--- src/rtl/wrr_arbiter_ctrl.sv ---
// Weighted round-robin arbiter: each owner keeps the grant for up to its
// programmed weight in cycles, then the grant rotates with no idle gap.
module wrr_arbiter_ctrl #(
  parameter int N              = 8,
  parameter int WW             = 4,
  parameter int DEFAULT_WEIGHT = 1
) (
  input  logic                 clk,
  input  logic                 reset,
  input  logic [N-1:0]         req,
  input  logic                 wt_wr_en,
  input  logic [$clog2(N)-1:0] wt_wr_idx,
  input  logic [WW-1:0]        wt_wr_data,
  output logic [N-1:0]         grant,
  output logic                 grant_valid,
  output logic [$clog2(N)-1:0] grant_idx,
  output logic                 grant_done,
  output logic                 busy
);

  localparam int IW = $clog2(N);

  typedef enum logic {IDLE, HOLD} state_t;

  state_t          r_state, w_nxt_state;
  logic [N-1:0]    r_grant, w_nxt_grant;
  logic            r_grant_valid;
  logic [IW-1:0]   r_grant_idx, w_nxt_idx;
  logic [WW-1:0]   r_count, w_nxt_count;
  logic [IW-1:0]   r_last, w_nxt_last;
  logic [WW-1:0]   r_weight [N];

  logic [N-1:0]    w_elig;
  logic [IW-1:0]   w_base, w_cand, w_win;
  logic            w_found, w_done, w_idx_ok;

  assign w_idx_ok = ({1'b0, wt_wr_idx} < (IW+1)'(N));

  // Weight table: a write never touches a running count, and a tenure
  // loading on the same edge reads the pre-write value.
  always_ff @(posedge clk) begin
    if (reset) begin
      for (int i = 0; i < N; i++) r_weight[i] <= WW'(DEFAULT_WEIGHT);
    end else if (wt_wr_en && w_idx_ok) begin
      r_weight[wt_wr_idx] <= wt_wr_data;
    end
  end

  always_comb begin
    for (int i = 0; i < N; i++) w_elig[i] = req[i] && (r_weight[i] != '0);
  end

  // Search starts just after the last owner and checks that owner last,
  // so a lone eligible owner gets re-granted.
  always_comb begin
    w_base  = (r_state == HOLD) ? r_grant_idx : r_last;
    w_cand  = '0;
    w_found = 1'b0;
    w_win   = '0;
    for (int k = 1; k <= N; k++) begin
      w_cand = (int'(w_base) + k >= N) ? IW'(int'(w_base) + k - N)
                                       : IW'(int'(w_base) + k);
      if (!w_found && w_elig[w_cand]) begin
        w_found = 1'b1;
        w_win   = w_cand;
      end
    end
  end

  always_comb begin
    w_nxt_state = r_state;
    w_nxt_grant = r_grant;
    w_nxt_idx   = r_grant_idx;
    w_nxt_count = r_count;
    w_nxt_last  = r_last;
    w_done      = 1'b0;
    unique case (r_state)
      IDLE: begin
        if (w_found) begin
          w_nxt_state = HOLD;
          w_nxt_grant = N'(1) << w_win;
          w_nxt_idx   = w_win;
          w_nxt_count = r_weight[w_win];
        end
      end
      HOLD: begin
        w_done = (r_count == WW'(1)) || !req[r_grant_idx];
        if (w_done) begin
          w_nxt_last = r_grant_idx;
          if (w_found) begin
            w_nxt_grant = N'(1) << w_win;
            w_nxt_idx   = w_win;
            w_nxt_count = r_weight[w_win];
          end else begin
            w_nxt_state = IDLE;
            w_nxt_grant = '0;
            w_nxt_idx   = '0;
          end
        end else begin
          w_nxt_count = r_count - WW'(1);
        end
      end
      default: ;
    endcase
  end

  always_ff @(posedge clk) begin
    if (reset) begin
      r_state       <= IDLE;
      r_grant       <= '0;
      r_grant_valid <= 1'b0;
      r_grant_idx   <= '0;
      r_count       <= '0;
      r_last        <= IW'(N - 1);
    end else begin
      r_state       <= w_nxt_state;
      r_grant       <= w_nxt_grant;
      r_grant_valid <= |w_nxt_grant;
      r_grant_idx   <= w_nxt_idx;
      r_count       <= w_nxt_count;
      r_last        <= w_nxt_last;
    end
  end

  assign grant       = r_grant;
  assign grant_valid = r_grant_valid;
  assign grant_idx   = r_grant_idx;
  assign grant_done  = w_done;
  assign busy        = (r_state == HOLD);

endmodule

--- config.mk ---
export PLATFORM = sky130hd
export DESIGN_NAME = wrr_arbiter_ctrl
export DESIGN_NICKNAME = d
export VERILOG_FILES = /design/src/rtl/wrr_arbiter_ctrl.sv
export SDC_FILE = /design/constraint.sdc
export NUM_CORES = 1
export LEC_CHECK = 0
export BUFFER_PORTS_ARGS = -buffer_cell sky130_fd_sc_hd__buf_2
export CORE_MARGIN = 2
export CORE_UTILIZATION = 30
export CTS_BUF_LIST = sky130_fd_sc_hd__clkbuf_2
export DETAILED_ROUTE_END_ITERATION = 8
export PLACE_DENSITY = 0.58
export SETUP_SLACK_MARGIN = 0.5
export SLEW_MARGIN = 20
export SYNTH_ARGS = -nofsm -noshare
export SYNTH_HDL_FRONTEND = slang
export SYNTH_SLANG_ARGS = --single-unit
--- constraint.sdc ---
create_clock -name clk -period 5.9 [get_ports clk]
set_clock_uncertainty 0.2 [all_clocks]
set_input_delay 0.59 -clock clk [delete_from_list [all_inputs] [get_ports clk]]
set_output_delay 0.59 -clock clk [all_outputs]
set_load 0.01 [all_outputs]
==> results by group <==
Run status
  • Status: complete, no violations

Yosys
  • Top cell type's share of synthesized area: 26.2%
  • Most frequent cells after synthesis: edfxtp_1, nand2_1, and2_1, nand3_1, nor2_1
  • Synth unique cells: between 70 and 80
  • Synth top area cells: edfxtp_1, dfxtp_1, mux4_2
  • Gate Count Post-Synth: 374
  • Main synth FF type: edfxtp_1
  • Post-synthesis cell area: 3670 sq um
  • Seq/Total Area, Yosys: a little under two fifths
  • Synth Warn #: 0
  • #FFs+latches synth: 52
  • Number of flops mapped to enable cells by yosys: 32
  • Avg Cell Area, Syn: 9.82 sq um
  • Area leader, netlist: edfxtp_1
  • Asr flop ratio synth: 0%
  • Syn_nets: 396

Min path
  • Hold WC Path Type: in -> reg

Pwr
  • Comb pwr share: between 60% and 70%
  • Sw Pwr: approximately 0.0011 W
  • Power per Cell Area: around 570 nW/um^2
  • Cell Int Power: 0.00111 W
  • Clock group share of total power: approximately 7.4%
  • Sequential group share of total power: between 20% and 30%
  • Leakage: 1.45 nW
  • Switching Share: 50.8%
  • Max VDD drop: between 0.3 and 0.4 mV

Critical path
  • CP cell instances: mux2i_4 > ha_1 > mux4_2 > nor4_1 > and3_1 > nor2b_1 > nor2_1 > nand3_1 > o221a_1 > a31oi_1
  • Crit path buffers/inverters: 0
  • CP Launch Type: register
  • R2R Path End: grant_valid
  • CP Class: reg -> reg
  • Critical Path RT: 6050 ps
  • CP peak stage delay: 740 ps
  • CP Capture Point: grant_valid
  • RR Startpoint: busy
  • Worst path top cell family by delay: simple AND/OR/NAND/NOR gates
  • Crit-path max FO: 13
  • Levels on crit path: 10
  • Worst r2r path cells: 10
  • Critical Path Source: busy
  • R2R Setup Slk: ~1200 ps
  • Setup crit end kind: register
  • Slowest CP cell: dfxtp_1
  • Crit path DAT: 4850 ps

Global routing
  • GRT overflow: 0
  • Vias in the first global route: 2964
  • First-pass GRT wire length: 16000 um
  • All-Layer GR Usage: 15.2%
  • Initial antenna violation count: 0
  • Largest net degree at the start of global routing: 33

STA
  • Max Clock Freq: 213 MHz
  • RSZ-0062 raised after global routing: false
  • Worst slew pin tran: about 680 ps
  • Crit share post-route: 79.7%
  • Setup TNS Final: 0 ps
  • Slew Viols, Final: 0
  • Tmin final: 4700 ps
  • Hold slack final: 269 ps
  • Final setup violation count: 0
  • Worst slew margin: 54.7%
  • Hold Vio Cnt, Final: 0

Detailed routing
  • Via count: 3133
  • Top Metal Used: met4
  • Total wire length: between 9000 and 10000 um
  • Number of routed nets with antenna violations: 0
  • Routed wire length on met3: 682 um
  • DR vias/cell: between 5 and 6
  • Wire length on met1: ~4400 um
  • Met2 wire length: 4560 um
  • Drt pass-1 iters: 5
  • DRT iter0 DRCs: 263
  • Drt drc: 0
  • Drt wl/cell: about 18 um

CTS
  • H-tree depth: 2
  • Clk buf depth: 2
  • Hold_buf cts: 0
  • CTS resizes: 0
  • Clk sinks: 52
  • Clock slew at reported path FFs: 330 ps
  • Root Buffer Master: clkbuf_2
  • Num CTS Buffers: 5
  • CTS tree: built
  • Clock latency on the worst-skew pair: ~470 ps
  • Postcts setup bufs: 0

Die
  • Die Y-Extent: 115 um
  • # IOs: 32
  • Die width: ~110 um
  • Die area: 13100 sq um
  • Starting Density: 30.7%
  • Row count: 40
  • CORE AREA: 12000 sq um

Cells and area
  • Filler Cells Inserted: 1215
  • Design Area, Final: 3950 sq um
  • Ratio of cells with drive above 1 in the final layout: 19.0%
  • Fin nets: 416
  • Synth-to-layout area growth: 7.63%
  • # diodes: 0

Place
  • Dpl hpwl: 7450 um
  • RePlAce Congestion: 0.926
  • Buffers on Ports: 31
  • Placed instance area: ~3900 sq um

Run
  • Max Cap Violations: 0
-- power by group through the flow --
stage	logic (W)	registers, W	clock network (W)
final	0.00158	0.000517	0.000167
after detailed placement	0.00155	0.000524	0
after global routing	0.00172	0.000524	0.000184
after floorplan	0.00128	0.000512	0
after CTS	0.00155	0.000516	0.000171
after global placement	0.00153	0.000524	0
-- layer usage --
layer / GRT usage, % / up-vias
met5: 0 / -
li1: - / 1497
met4: 3.25 / 0
met3: 2.44 / 16
met2: 25.3 / 122
met1: 20.8 / 1498
-- worst min-delay path by stage --
stage | endpoint | depth (start not counted) | start
finish | r_weight[1][0] | 2 | wt_wr_data[0]
global route | r_weight[4][0] | 2 | wt_wr_data[0]
CTS | r_weight[4][0] | 2 | wt_wr_data[0]
detailed placement | grant[1] | 2 | grant[1]
global placement | grant[0] | 2 | grant[0]
floorplan | r_last[1] | 2 | r_last[1]
-- metrics by stage --
step                cells  setup WS, ps  util [%]  total power, W
CTS                   542          1230      33.0         0.00224
floorplan             374          2100         -         0.00179
global placement      534          1350      32.6         0.00205
finish                542          1200      33.0         0.00226
detailed placement    534          1250      32.6         0.00207
global route          542           961      33.0         0.00243
-- kinds of logic (layout without fill, tap and decap cells) --
group	Yosys count	after routing	share of synthesized area, %
adder cells (fa/ha/maj)	4	4	1.36
XOR/XNOR	6	6	1.43
AND/OR/NAND/NOR	154	154	22.6
multiplexers	24	24	10.8
buffers and inverters	31	52	4.70
flip-flops	52	52	37.1
AO/OA/AOI/OAI	103	103	22.1
-- cell type report --
cell class                      instances  area, sq um  area share [%]
Multi-Input combinational cell        291         2140            54.1
Sequential cell                        52         1360            34.4
Tap cell                              147          184            4.65
Timing Repair Buffer                   34          178            4.50
Inverter                               10         37.5           0.950
Clock inverter                          3         28.8           0.728
Clock buffer                            5         25.0           0.633
-- cell usage in the layout (no fill, tap or decap), drive strengths merged, types with 9 or more instances in the layout --
cell type / synthesis / routed
nor2: 23 / 23
mux4: 9 / 9
nand3: 24 / 24
o21ai: 9 / 9
dfxtp: 20 / 20
o41ai: 9 / 9
buf: 13 / 34
edfxtp: 32 / 32
and2: 27 / 27
a21oi: 21 / 21
inv: 10 / 13
nand2: 32 / 32
mux2i: 10 / 10
-- registers in the layout, indices dropped and copies added, names as in the netlist --
| name | flops |
|---|---|
| busy | 1 |
| r_count | 4 |
| grant | 8 |
| grant_valid | 1 |
| r_weight | 32 |
| grant_idx | 3 |
| r_last | 3 |
No activity file was read; power rests on OpenSTA's default activity.
